<file path="src/rtl/game_state_controller_pkg.sv">
// game_state_controller_pkg
//   Shared definitions for the game state controller: the state encoding,
//   the default parameter values and the frame counter width.
//   Ports: none (package).
package game_state_controller_pkg;

   // Encodings are fixed; they appear on o_State.
   typedef enum logic [2:0] {
      StIdle       = 3'd0,
      StStartDelay = 3'd1,
      StRunning    = 3'd2,
      StDying      = 3'd3,
      StLevelClear = 3'd4,
      StGameOver   = 3'd5,
      StPaused     = 3'd6
   } state_e;

   localparam int unsigned DefNumLives         = 3;
   localparam int unsigned DefNumLevels        = 8;
   localparam int unsigned DefStartDelayFrames = 60;
   localparam int unsigned DefDeathDelayFrames = 90;
   localparam int unsigned DefNumSwitches      = 4;

   // Wide enough for any practical frame delay (over 18 minutes at 60 Hz).
   localparam int unsigned FrameCntW = 16;

   // Level index width; a single-level game still needs a 1-bit port.
   function automatic int unsigned level_width(input int unsigned num_levels);
      return (num_levels > 1) ? $clog2(num_levels) : 1;
   endfunction

endpackage

</file>
<file path="src/rtl/game_state_controller_if.sv">
// game_state_controller_if
//   Groups the game-event inputs and status outputs of the controller.
//   Signals:
//     i_Switch        debounced switch levels
//     i_Frame_Tick    one-cycle pulse per frame
//     i_Has_Collided  frog/car collision level
//     i_Level_Up      one-cycle pulse on reaching the goal row
//     i_Pause_Req     pause toggle pulse (used only when GAME_PAUSE_EN is defined)
//     o_State         current state encoding
//     o_Game_Active   high only while running
//     o_Lives         remaining lives
//     o_Level         current level index
//     o_Respawn       one-cycle frog respawn command
//     o_Game_Over     high in game over
//   Modports: master drives the inputs (game logic / bench), slave is the controller.
interface game_state_controller_if
   import game_state_controller_pkg::*;
#(
   parameter int unsigned NUM_SWITCHES = DefNumSwitches,
   parameter int unsigned NUM_LEVELS   = DefNumLevels
);
   localparam int unsigned LevelW = level_width(NUM_LEVELS);

   logic [NUM_SWITCHES-1:0] i_Switch;
   logic                    i_Frame_Tick;
   logic                    i_Has_Collided;
   logic                    i_Level_Up;
   logic                    i_Pause_Req;
   logic [2:0]              o_State;
   logic                    o_Game_Active;
   logic [3:0]              o_Lives;
   logic [LevelW-1:0]       o_Level;
   logic                    o_Respawn;
   logic                    o_Game_Over;

   modport master (
      output i_Switch, i_Frame_Tick, i_Has_Collided, i_Level_Up, i_Pause_Req,
      input  o_State, o_Game_Active, o_Lives, o_Level, o_Respawn, o_Game_Over
   );

   modport slave (
      input  i_Switch, i_Frame_Tick, i_Has_Collided, i_Level_Up, i_Pause_Req,
      output o_State, o_Game_Active, o_Lives, o_Level, o_Respawn, o_Game_Over
   );

endinterface

</file>
<file path="src/rtl/game_state_controller_frame_delay_counter.sv">
// frame_delay_counter
//   Counts frame ticks for the timed states. Cleared on entry to a timed
//   state, increments on each tick, and flags expiry combinationally on the
//   tick that brings the count up to the limit (or at once for a zero limit).
//   Ports:
//     clk_i     system clock
//     rst_i     synchronous active-high reset
//     clear_i   zero the count on the next edge
//     tick_i    qualified frame tick (already gated to the timed states)
//     limit_i   number of ticks to spend
//     expire_o  delay complete this cycle
module frame_delay_counter
   import game_state_controller_pkg::*;
(
   input  logic                 clk_i,
   input  logic                 rst_i,
   input  logic                 clear_i,
   input  logic                 tick_i,
   input  logic [FrameCntW-1:0] limit_i,
   output logic                 expire_o
);

   logic [FrameCntW-1:0] count_q;
   logic [FrameCntW-1:0] count_d;

   always_comb begin
      count_d = count_q;
      if (clear_i) begin
         count_d = '0;
      end else if (tick_i) begin
         count_d = count_q + FrameCntW'(1);
      end
   end

   always_ff @(posedge clk_i) begin
      if (rst_i) begin
         count_q <= '0;
      end else begin
         count_q <= count_d;
      end
   end

   assign expire_o = (limit_i == '0) || (tick_i && ((count_q + FrameCntW'(1)) == limit_i));

endmodule

</file>
<file path="src/rtl/game_state_controller.sv">
// game_state_controller
//   Top-level game flow FSM: idle -> start delay -> running, with death and
//   level-clear sequences, lives/level bookkeeping and a respawn pulse.
//   Optional pause support is compiled in with the macro GAME_PAUSE_EN.
//   Ports:
//     i_Clk    system clock, all logic on the rising edge
//     i_Reset  synchronous active-high reset
//     bus      game_state_controller_if.slave (switches, frame tick, collision,
//              level-up, pause request in; state, lives, level, respawn and
//              status flags out, all registered)
module game_state_controller
   import game_state_controller_pkg::*;
#(
   parameter int unsigned NUM_LIVES          = DefNumLives,
   parameter int unsigned NUM_LEVELS         = DefNumLevels,
   parameter int unsigned START_DELAY_FRAMES = DefStartDelayFrames,
   parameter int unsigned DEATH_DELAY_FRAMES = DefDeathDelayFrames,
   parameter int unsigned NUM_SWITCHES       = DefNumSwitches
) (
   input  logic                    i_Clk,
   input  logic                    i_Reset,
   game_state_controller_if.slave  bus
);

   localparam int unsigned LevelW = level_width(NUM_LEVELS);
   localparam logic [LevelW-1:0] LevelMax = LevelW'(NUM_LEVELS - 1);

   state_e            state_q, state_d;
   logic [3:0]        lives_q, lives_d;
   logic [LevelW-1:0] level_q, level_d;
   logic              respawn_q, respawn_d;
   logic              game_over_q;
   logic              game_active_q;
   logic              sw_prev_q;

   logic                 sw_all;
   logic                 start;
   logic                 timed_state;
   logic                 cnt_clear;
   logic                 cnt_tick;
   logic [FrameCntW-1:0] cnt_limit;
   logic                 cnt_expire;

   // Start is a rising edge of "all switches on"; the previous value resets to
   // 1 so switches held through reset cannot start a game.
   assign sw_all = &bus.i_Switch;
   assign start  = sw_all & ~sw_prev_q;

   assign timed_state = (state_q == StStartDelay) || (state_q == StDying);
   assign cnt_tick    = bus.i_Frame_Tick && timed_state;
   assign cnt_limit   = (state_q == StDying) ? FrameCntW'(DEATH_DELAY_FRAMES)
                                             : FrameCntW'(START_DELAY_FRAMES);
   // Any state change restarts the count, so each timed state sees it from 0.
   assign cnt_clear   = (state_d != state_q);

   frame_delay_counter u_frame_delay_counter (
      .clk_i    (i_Clk),
      .rst_i    (i_Reset),
      .clear_i  (cnt_clear),
      .tick_i   (cnt_tick),
      .limit_i  (cnt_limit),
      .expire_o (cnt_expire)
   );

   always_comb begin
      state_d   = state_q;
      lives_d   = lives_q;
      level_d   = level_q;
      respawn_d = 1'b0;

      case (state_q)
         StIdle, StGameOver: begin
            if (start) begin
               state_d   = StStartDelay;
               lives_d   = 4'(NUM_LIVES);
               level_d   = '0;
               respawn_d = 1'b1;
            end
         end

         StStartDelay: begin
            if (cnt_expire) begin
               state_d = StRunning;
            end
         end

         StRunning: begin
            // Collision outranks a simultaneous level-up.
            if (bus.i_Has_Collided) begin
               state_d = StDying;
               if (lives_q != 4'd0) begin
                  lives_d = lives_q - 4'd1;
               end
            end else if (bus.i_Level_Up) begin
               state_d = StLevelClear;
`ifdef GAME_PAUSE_EN
            end else if (bus.i_Pause_Req) begin
               state_d = StPaused;
`endif
            end
         end

         StDying: begin
            if (cnt_expire) begin
               if (lives_q == 4'd0) begin
                  state_d = StGameOver;
               end else begin
                  state_d   = StStartDelay;
                  respawn_d = 1'b1;
               end
            end
         end

         StLevelClear: begin
            if (bus.i_Frame_Tick) begin
               state_d   = StStartDelay;
               respawn_d = 1'b1;
               if (level_q != LevelMax) begin
                  level_d = level_q + LevelW'(1);
               end
            end
         end

`ifdef GAME_PAUSE_EN
         StPaused: begin
            if (bus.i_Pause_Req) begin
               state_d = StRunning;
            end
         end
`endif

         default: begin
            state_d = StIdle;
         end
      endcase
   end

`ifndef GAME_PAUSE_EN
   logic unused_pause_req;
   assign unused_pause_req = bus.i_Pause_Req;
`endif

   always_ff @(posedge i_Clk) begin
      if (i_Reset) begin
         state_q       <= StIdle;
         lives_q       <= '0;
         level_q       <= '0;
         respawn_q     <= 1'b0;
         game_over_q   <= 1'b0;
         game_active_q <= 1'b0;
         sw_prev_q     <= 1'b1;
      end else begin
         state_q       <= state_d;
         lives_q       <= lives_d;
         level_q       <= level_d;
         respawn_q     <= respawn_d;
         game_over_q   <= (state_d == StGameOver);
         game_active_q <= (state_d == StRunning);
         sw_prev_q     <= sw_all;
      end
   end

   assign bus.o_State       = state_q;
   assign bus.o_Game_Active = game_active_q;
   assign bus.o_Lives       = lives_q;
   assign bus.o_Level       = level_q;
   assign bus.o_Respawn     = respawn_q;
   assign bus.o_Game_Over   = game_over_q;

endmodule

</file>
<file path="src/flat_wrapper.sv">
// flat-port wrapper written by rule: the top's interface ports become plain ports
module game_state_controller_flat import game_state_controller_pkg::*;
#(
   parameter int unsigned NUM_LIVES          = DefNumLives,
   parameter int unsigned NUM_LEVELS         = DefNumLevels,
   parameter int unsigned START_DELAY_FRAMES = DefStartDelayFrames,
   parameter int unsigned DEATH_DELAY_FRAMES = DefDeathDelayFrames,
   parameter int unsigned NUM_SWITCHES       = DefNumSwitches
)
  (i_Clk, i_Reset, bus_i_Switch, bus_i_Frame_Tick, bus_i_Has_Collided, bus_i_Level_Up, bus_i_Pause_Req, bus_o_State, bus_o_Game_Active, bus_o_Lives, bus_o_Level, bus_o_Respawn, bus_o_Game_Over);
  game_state_controller_if #(.NUM_SWITCHES(NUM_SWITCHES), .NUM_LEVELS(NUM_LEVELS)) bus_i ();
  input  logic i_Clk;
  input  logic i_Reset;
  input wire logic [$bits(bus_i.i_Switch)-1:0] bus_i_Switch;
  input wire logic [$bits(bus_i.i_Frame_Tick)-1:0] bus_i_Frame_Tick;
  input wire logic [$bits(bus_i.i_Has_Collided)-1:0] bus_i_Has_Collided;
  input wire logic [$bits(bus_i.i_Level_Up)-1:0] bus_i_Level_Up;
  input wire logic [$bits(bus_i.i_Pause_Req)-1:0] bus_i_Pause_Req;
  output wire logic [$bits(bus_i.o_State)-1:0] bus_o_State;
  output wire logic [$bits(bus_i.o_Game_Active)-1:0] bus_o_Game_Active;
  output wire logic [$bits(bus_i.o_Lives)-1:0] bus_o_Lives;
  output wire logic [$bits(bus_i.o_Level)-1:0] bus_o_Level;
  output wire logic [$bits(bus_i.o_Respawn)-1:0] bus_o_Respawn;
  output wire logic [$bits(bus_i.o_Game_Over)-1:0] bus_o_Game_Over;
  assign bus_i.i_Switch = bus_i_Switch;
  assign bus_i.i_Frame_Tick = bus_i_Frame_Tick;
  assign bus_i.i_Has_Collided = bus_i_Has_Collided;
  assign bus_i.i_Level_Up = bus_i_Level_Up;
  assign bus_i.i_Pause_Req = bus_i_Pause_Req;
  assign bus_o_State = bus_i.o_State;
  assign bus_o_Game_Active = bus_i.o_Game_Active;
  assign bus_o_Lives = bus_i.o_Lives;
  assign bus_o_Level = bus_i.o_Level;
  assign bus_o_Respawn = bus_i.o_Respawn;
  assign bus_o_Game_Over = bus_i.o_Game_Over;
  game_state_controller #(.NUM_LIVES(NUM_LIVES), .NUM_LEVELS(NUM_LEVELS), .START_DELAY_FRAMES(START_DELAY_FRAMES), .DEATH_DELAY_FRAMES(DEATH_DELAY_FRAMES), .NUM_SWITCHES(NUM_SWITCHES)) u_core (.i_Clk(i_Clk), .i_Reset(i_Reset), .bus(bus_i));
endmodule
</file>
<file path="config.mk">
export PLATFORM = sky130hd
export DESIGN_NAME = game_state_controller_flat
export DESIGN_NICKNAME = d
export VERILOG_FILES = /design/src/rtl/game_state_controller_pkg.sv /design/src/rtl/game_state_controller_if.sv /design/src/rtl/game_state_controller_frame_delay_counter.sv /design/src/rtl/game_state_controller.sv /design/src/flat_wrapper.sv
export SDC_FILE = /design/constraint.sdc
export NUM_CORES = 1
export LEC_CHECK = 0
export ABC_AREA = 1
export CAP_MARGIN = 20
export CELL_PAD_IN_SITES_DETAIL_PLACEMENT = 2
export CELL_PAD_IN_SITES_GLOBAL_PLACEMENT = 2
export CORE_ASPECT_RATIO = 2
export CORE_MARGIN = 3
export CORE_UTILIZATION = 31
export DETAILED_ROUTE_END_ITERATION = 8
export PLACE_DENSITY_LB_ADDON = 0.1
export SETUP_SLACK_MARGIN = 0.3
export SLEW_MARGIN = 10
export SYNTH_ARGS = -nofsm -noshare
export SYNTH_HDL_FRONTEND = slang
export SYNTH_SLANG_ARGS = --single-unit
</file>
<file path="constraint.sdc">
create_clock -name i_Clk -period 3.5 [get_ports i_Clk]
set_clock_uncertainty 0.15 [all_clocks]
set_input_delay 0.875 -clock i_Clk [delete_from_list [all_inputs] [get_ports i_Clk]]
set_output_delay 0.875 -clock i_Clk [all_outputs]
set_load 0.005 [all_outputs]
</file>
Word-level counts from Yosys, hierarchy flattened
Index checks and enable logic that the tools add are counted.

word-level totals
  flip-flop bits (word level) = 30
  bits in latches = 0
  RAM bits = 0
  bits in read-only memories = 0
  memories = 0

operators by class
  add/sub/neg operators = 3
  multipliers = 0
  divide/modulo/power cells = 0
  $lt $le $gt $ge = 0
  equality and inequality tests = 15
  shift operators = 0
  mux-type cells = 22
  bitwise gates (word level) = 2
  reductions and logical operators = 15

operators with widths
  cell                                                                    count
  3-bit two-way mux                                                       10
  16-bit by 1-bit adder with 16-bit output (second input constant)        1
  16-bit equality test                                                    1
  16-bit zero test                                                        1
  3-bit case mux with 5 select lines                                      1
  4-bit two-way mux                                                       3
  4-bit AND reduction                                                     3
  3-bit by 2-bit equality test with 1-bit output (second input constant)  3
  3-bit equality test (second input constant)                             3
  4-bit case mux with 2 select lines                                      1
  7-bit two-way mux                                                       1
  2-bit by 1-bit != test with 1-bit output (second input constant)        3
  3-bit case mux with 2 select lines                                      1
  4-bit zero test                                                         1
  1-bit two-way mux                                                       4
  2-bit != test (second input constant)                                   2
  2-bit nonzero test                                                      2
  4-bit nonzero test                                                      1
  2-bit OR reduction                                                      2
  4-bit by 1-bit subtractor with 4-bit output (second input constant)     1
  3-bit by 1-bit adder with 3-bit output (second input constant)          1
  3-bit by 1-bit equality test with 1-bit output (second input constant)  1
  3-bit zero test                                                         1
  3-bit != test                                                           1
  6 further kinds                                                         8

Logic depth before layout (Yosys ltp)
Gate-level depths: netlist (run 1).

  word-level depth = 9
  depth in mapped cells = 18
  gate-level depth less buffers = 16

By module
Synthesis (run 1) repeated with hierarchy kept, for this count alone.

unflattened totals
  cell total of the unflattened synthesis = 408
  area, all modules = 2391.0 µm²

modules (own cells, without submodules)
  module                 times used  cells an instance  area an instance (µm²)  seq. area each (µm²)
  frame_delay_counter    1           261                1481.4                  320.3
  game_state_controller  1           147                909.6                   280.3

Worst setup path after synthesis (run 1)
OpenSTA, ideal clock, no wires.

  path type = input to register
  start = input bus_i_Frame_Tick
  end = register u_core.u_frame_delay_counter.count_q[10]
  setup time = 64 ps
  arrival = 2114 ps
  setup slack = 1172 ps
  stages = 13
  cell sequence = nand3_1 -> nor2_1 -> nand3_1 -> nor2_2 -> nand3_2 -> nor2_1 -> nand2_1 -> nand3_1 -> nand2_1 -> clkinv_1 -> nand3_4 -> buf_6 -> nor2_1

on the way
  cells in the longest elaborated chain, start to end = 7
  elaborated cells on any way between the ends = 9

ends and longest elaborated chain
  item                                         line                                                       text
  start, declared                              flat_wrapper.sv:15                                         input wire logic [$bits(bus_i.i_Frame_Tick)-1:0] bus_i_Frame_Tick;
  1-bit logical AND                            game_state_controller.sv:50                                assign cnt_tick = bus.i_Frame_Tick && timed_state;
  1-bit logical AND                            game_state_controller_frame_delay_counter.sv:43            assign expire_o = (limit_i == '0) || (tick_i && ((count_q + FrameCntW'(1)) == limit_i));
  1-bit logical OR                             game_state_controller_frame_delay_counter.sv:43
  3-bit two-way mux, on equally long branches  game_state_controller.sv:104, game_state_controller.sv:82
  3-bit case mux with 5 select lines           game_state_controller.sv:71                                case (state_q)
  3-bit != test                                game_state_controller.sv:54                                assign cnt_clear = (state_d != state_q);
  2-bit OR reduction (no source line)          --
  end signal, assigned                         game_state_controller_frame_delay_counter.sv:39            count_q <= count_d;
  end, declared                                game_state_controller_frame_delay_counter.sv:23            logic [FrameCntW-1:0] count_q;

Parallel ways exist; a longest one is shown, timed or not.
A chain may end at the register's enable or synchronous reset.

Worst setup path in the final report (run 1)
  start = input bus_i_Frame_Tick
  end = register u_core.u_frame_delay_counter.count_q[0]

The elaborated chain is that of the path after synthesis.

==> impl_metrics.toml, run 1 <==
[sta]
final.period_utilization_pct = 84.6
hold_violations = 0
grt_setup_unrepaired = "yes"
finalSetupViolCount = 0
timing.fmax_mhz = 338
fin_crit_ns = 2.96
slew_headroom_pct = 61.5
setup_tns_ns = 0
tightestPinTransition_ns = 0.574
final_max_slew_viol_count = 0

[detailed_routing]
finalWirelength_um = 6620
via_per_inst = 5.30
vias = 2073
drt_iter0_drc = 62
drtAntennaViolNets = 0
wire_per_inst_um = 16.9
remaining_drc_errors = 0
dr.pass1.iters = 4

[clocking]
cts_sinks = 30
clock_path_buffers = 2
ctsResizeCount = 0
cts_tree = "built"
ctsHoldBuffers = 0
htree_levels = 2
clock-root-buffer = "clkbuf_16"
post_cts_buffers = 0
clk_pin_slew_ns = 0.05
numCtsBuffers = 5
worstSkewPairLatency_ns = 0.28

[synthesis]
synth_top_cells_by_area = "dfxtp_1 (32%), nand2_1 (16%), nor2_1 (9.2%)"
ys_types = 29
netlist_area_mm2 = 0.00187
yosysTopAreaCellShare_pct = 32.2
yosys_warnings = 0
ys_seq_elements = 30
avgSynthCellArea_um2 = 6.14
syn-instance-count = 304
synth_nets = 318
synth_top_area_cell = "dfxtp_1"
synth_seq_area_share_pct = 32.2

[global_routing]
grt_pass1_wl_um = 11300
grt_max_degree = 20
antenna_found_initial = 0
grt_pass1_vias = 2391
track_usage_pct = 21.6
grt_remaining_overflow = 0

[cells_and_area]
drive_gt1_share_pct = 5.76
fin_nets = 343
area_growth_pct = 23.4
antenna_cells = 0

[die]
die_w_um = 60.9
start_util_pct = 32.4
fp.dieH_um = 116
std_cell_rows = 39
io_pins = 23
core_mm2 = 0.00576
die_area_mm2 = 0.00705

[setup_path]
end_kind = "flip-flop"
slowest_delay_ns = 0.52
worstPathRequired_ns = 3.55
critPathTopFamily = "simple AND/OR/NAND/NOR gates"
worstPathArrival_ns = 3.01
path_max_fanout = 16
critPathBufInv = 2
critPathSlowestCell = "clkdlybuf4s50_1"
setup.worst_path.class = "input pin to flip-flop"
crit_path_start_kind = "input pin"
crit_chain = "clkdlybuf4s50_1, nand3_1, nor2_1, nand3_1, nor2_2, nand3_2, nor2_1, nand2_1, nand3_1, nand2_1, clkinv_1, nand3_4, nor2_1"

[run_status]
outcome = "finished clean"

[pwr]
p_total_w = 0.000916
power.leakage_nw = 0.968
p_per_area_mw_per_mm2 = 397
vdd_drop_max_mv = 0.260

[worst_hold_path]
hold_path.class = "flip-flop to flip-flop"

[placed_design]
hpwlAfterDp_um = 5060
place_congestion = 0.818
port_buffers = 21

[job]
drv_cap = 0
==> state kept, by name, summed over array words and instances (netlist names) <==
name and flops:
u_core.bus.o_State 3, u_core.u_frame_delay_counter.count_q 16, u_core.bus.o_Game_Over 1, u_core.sw_prev_q 1
u_core.bus.o_Respawn 1, u_core.bus.o_Level 3, u_core.bus.o_Lives 4, u_core.bus.o_Game_Active 1
==> stage by stage <==
| stage | hold WS, ns | instances | util, % | cell area, µm² | setup WS (ns) |
|---|---|---|---|---|---|
| 5_1_grt | 0.386 | 391 | 40.0 | 2310 | 0.291 |
| 3_5_place_dp | 0.322 | 383 | 37.1 | 2140 | 0.252 |
| 6_report | 0.335 | 391 | 40.0 | 2310 | 0.540 |
| 3_3_place_gp | 0.311 | 383 | 37.1 | 2140 | 0.322 |
| 2_1_floorplan | 0.314 | 304 | - | 1870 | 1.17 |
| 4_1_cts | 0.336 | 391 | 40.0 | 2310 | 0.470 |
==> area by class of cell <==
type	instances	area (µm²)
multi-input cells	223	1060
inverters	47	176
repair buffers	22	218
well taps	61	76.3
flip-flops and latches	30	601
fillers	732	3450
clock buffers	5	125
clock inverters	3	45.0
==> where the power goes <==
| part | total (W) | internal (W) | leakage (nW) | switching (W) |
|---|---|---|---|---|
| Clock | 0.000504 | 0.000335 | 0.0760 | 0.000168 |
| Combinational | 0.0000581 | 0.0000246 | 0.649 | 0.0000335 |
| Sequential | 0.000354 | 0.000348 | 0.243 | 0.00000658 |
| Total | 0.000916 | 0.000708 | 0.968 | 0.000209 |
==> Yosys cell counts (all sizes together) <==
library cell / instances
a211oi: 1
a21boi: 1
a21oi: 5
a31oi: 4
buf: 2
clkbuf: 2
clkinv: 3
dfxtp: 30
ha: 4
inv: 44
nand2: 82
nand3: 26
nand3b: 1
nand4: 7
nor2: 51
nor3: 11
nor3b: 1
o211a: 1
o21ai: 23
o21bai: 2
o22ai: 1
or2: 1
xor2: 1
==> layout by cell type (no fill, tap or decap), types with 2 or more instances in the layout <==
cell             count
nor2_1              46
a31oi_1              4
nand3_1             23
o21ai_0             23
a21oi_1              5
nand2_1             80
dfxtp_1             30
nand4_1              7
nor3_1              11
nand3_2              2
nand2_2              2
ha_1                 4
clkdlybuf4s50_1     21
clkbuf_16            5
inv_1               44
o21bai_1             2
clkinvlp_4           2
nor2_2               4
clkinv_1             3
==> cells by family after synthesis <==
group	Yosys count	synth area share (%)
and+or+nand+nor	180	42.5
buffers and inverters	51	10.9
AOI/OAI and AO/OA	38	11.3
DFF	30	32.2
adders and majority gates	4	2.68
xor gates and xnor gates	1	0.469
==> per-layer routing <==
metal | vias to the layer above | wire [µm] | GRT usage, %
met2 | 26 | 4080 | 44.8
met3 | 9 | 101 | 2.34
met5 | - | 0 | 0
li1 | 1018 | - | -
met4 | 0 | 149 | 7.09
met1 | 1020 | 2290 | 19.8
==> worst paths after layout <==
check	startpoint	endpoint	slack [ns]	depth (start not counted)
hold reg to reg	u_core.bus.o_Lives[0]	u_core.bus.o_Lives[0]	0.34	1
setup reg to reg	u_core.u_frame_delay_counter.count_q[0]	u_core.u_frame_delay_counter.count_q[0]	0.76	15
hold / removal	u_core.bus.o_Lives[0]	u_core.bus.o_Lives[0]	0.34	1
setup / recovery	bus_i_Frame_Tick	u_core.u_frame_delay_counter.count_q[0]	0.54	13
(Power assumes the default switching activity.)
==> inputs of run 2 (changes only) <==
--- a/config.mk
+++ b/config.mk
@@ -11,7 +11,7 @@
 export CELL_PAD_IN_SITES_GLOBAL_PLACEMENT = 2
 export CORE_ASPECT_RATIO = 2
 export CORE_MARGIN = 3
-export CORE_UTILIZATION = 31
+export CORE_UTILIZATION = 29
 export DETAILED_ROUTE_END_ITERATION = 8
 export PLACE_DENSITY_LB_ADDON = 0.1
 export SETUP_SLACK_MARGIN = 0.3
==> constraint.sdc (replaced) <==
create_clock -name i_Clk -period 3.09 [get_ports i_Clk]
set_clock_uncertainty 0.15 [all_clocks]
set_input_delay 0.7725 -clock i_Clk [delete_from_list [all_inputs] [get_ports i_Clk]]
set_output_delay 0.7725 -clock i_Clk [all_outputs]
set_load 0.005 [all_outputs]
==> impl_metrics.toml, run 2 (same netlist as run 1, synthesis figures left out) <==
[run_status]
outcome = "finished clean"

[detailed_routing]
via_per_inst = 4.99
wire_per_inst_um = 16.2
drt_iter0_drc = 53
remaining_drc_errors = 0
drtAntennaViolNets = 0
vias = 2095
dr.pass1.iters = 4
finalWirelength_um = 6810

[global_routing]
track_usage_pct = 20.1
antenna_found_initial = 0
grt_pass1_vias = 2406
grt_pass1_wl_um = 11500
grt_remaining_overflow = 0
grt_max_degree = 18

[placed_design]
port_buffers = 21
dpl_worst_slack_ns = -0.0355
placedCellCount = 411
hpwlAfterDp_um = 5160
placed_cell_area_mm2 = 0.00220
place_congestion = 0.788

[setup_path]
critPathSlowestCell = "dfxtp_1"
cpMostUsedCell = "nand2_1"
reg2reg_from = "u_core.u_frame_delay_counter.count_q[2]"
crit_chain = "nand2_1, nor2_2, nand2_2, inv_1, nand2_1, nand2_1, nand2_1, nor2_2, nand3_2, o21bai_1, nand2_1, nand2_1, nand2_1, inv_2, nand3_4, nor2_2"
rr_worst_depth = 16
end_kind = "flip-flop"
crit_path_start_kind = "flip-flop"
worstPathArrival_ns = 2.69
critPathBufInv = 2
critPathTopFamily = "simple AND/OR/NAND/NOR gates"
path_max_fanout = 9
reg2reg_to = "u_core.u_frame_delay_counter.count_q[10]"
reg2reg_slack_ns = 0.47
slowest_delay_ns = 0.48
setup.worst_path.class = "flip-flop to flip-flop"
crit_cells = 16
worstPathRequired_ns = 3.16

[job]
drv_cap = 0

[die]
fp.dieH_um = 120
core_mm2 = 0.00611
start_util_pct = 30.6
io_pins = 23
die_w_um = 62.8
die_area_mm2 = 0.00750
std_cell_rows = 40

[pwr]
p_sw_share_pct = 23.5
power.leakage_nw = 1.01
p_int_w = 0.000806
pwr-share-comb_pct = 7.0
clockPowerShare_pct = 54.8
switchingPower_w = 0.000247
vdd_drop_max_mv = 0.317
p_seq_share_pct = 38.2
p_per_area_mw_per_mm2 = 428

[sta]
grt_setup_unrepaired = "no"
final_max_slew_viol_count = 0
worst_slack_ns = 0.469
final.period_utilization_pct = 84.8
timing.fmax_mhz = 382
fin_crit_ns = 2.62
hold_violations = 0
slew_headroom_pct = 66.6
finalSetupViolCount = 0
tightestPinTransition_ns = 0.498

[cells_and_area]
layout_common_cells = "nand2_1 (80), inv_1 (44), nor2_1 (36), dfxtp_1 (29)"
final_common_cell = "nand2_1"
area_growth_pct = 31.7
regMostFlops = "u_core.u_frame_delay_counter.count_q"
fin_nets = 349
largest_reg_flops = 16
antenna_cells = 0
stdcell_area_mm2 = 0.00246
layoutNonFillerInstCount = 420
drive_gt1_share_pct = 11.9

[worst_hold_path]
whs_path_depth = 1
holdPathEnd = "u_core.bus.o_Lives[0]"
min_from = "u_core.bus.o_Lives[0]"
hold_path.class = "flip-flop to flip-flop"

[clocking]
cts_sinks = 30
clock_path_buffers = 2
htree_levels = 2
numCtsBuffers = 5
cts_tree = "built"
post_cts_buffers = 0
worstSkewPairLatency_ns = 0.28
clk_pin_slew_ns = 0.05
ctsHoldBuffers = 0
clock-root-buffer = "clkbuf_16"
==> run 2: routing by layer <==
metal	GRT usage, %	routed length (µm)	vias up
met4	8.02	131	0
li1	-	-	1028
met2	43.9	4400	25
met1	16.6	2170	1034
met5	0	0	-
met3	3.18	111	8
==> run 2: what timing repair did <==
action	CTS	global route
cloned	1	0
gates resized for setup	7	15
endpoints found under the setup margin	15	16
pin swaps	0	3
==> run 2: how the worst max path moves through the flow <==
stage	to	slack [ns]	start
after floorplan	u_core.u_frame_delay_counter.count_q[10]	0.86	bus_i_Frame_Tick
after global placement	u_core.u_frame_delay_counter.count_q[11]	0.05	bus_i_Frame_Tick
after detailed placement	u_core.u_frame_delay_counter.count_q[15]	-0.04	bus_i_Frame_Tick
after CTS	u_core.u_frame_delay_counter.count_q[6]	0.32	bus_i_Frame_Tick
after global routing	u_core.u_frame_delay_counter.count_q[10]	0.20	u_core.u_frame_delay_counter.count_q[2]
final	u_core.u_frame_delay_counter.count_q[10]	0.47	u_core.u_frame_delay_counter.count_q[2]
==> run 2: per-stage QoR <==
step / setup TNS (ns) / util, % / power (W) / hold slack (ns)
after CTS: 0 / 39.5 / 0.00107 / 0.346
after detailed placement: -0.171 / 36.1 / 0.000479 / 0.333
after global routing: 0 / 40.3 / 0.00109 / 0.377
final: 0 / 40.3 / 0.00105 / 0.341
after floorplan: 0 / - / 0.000444 / 0.314
after global placement: 0 / 36.1 / 0.000476 / 0.313
==> run 2: layout make-up <==
type	count	area [µm²]
timing repair buffer	27	258
tap	84	105
inverter	47	176
sequential	30	602
clock buffer	5	125
multi-input combinational	224	1150
clock inverter	3	45.0
fill	785	3650
==> run 2: power by group through the flow <==
stage          clock network, W  logic (W)  registers [W]
6_report               0.000577  0.0000740       0.000402
5_1_grt                0.000608  0.0000840       0.000403
4_1_cts                0.000593  0.0000743       0.000401
3_5_place_dp                  0  0.0000691       0.000410
3_3_place_gp                  0  0.0000662       0.000409
2_1_floorplan                 0  0.0000361       0.000408
==> run 2: worst register-to-register path: stages (launching register included) <==
cell,delay (ns)
dfxtp_1,0.48
nand2_1,0.14
nor2_2,0.28
nand2_2,0.09
inv_1,0.08
nand2_1,0.05
nand2_1,0.09
nand2_1,0.08
nor2_2,0.16
nand3_2,0.13
o21bai_1,0.15
nand2_1,0.10
nand2_1,0.07
nand2_1,0.06
inv_2,0.11
nand3_4,0.20
nor2_2,0.16
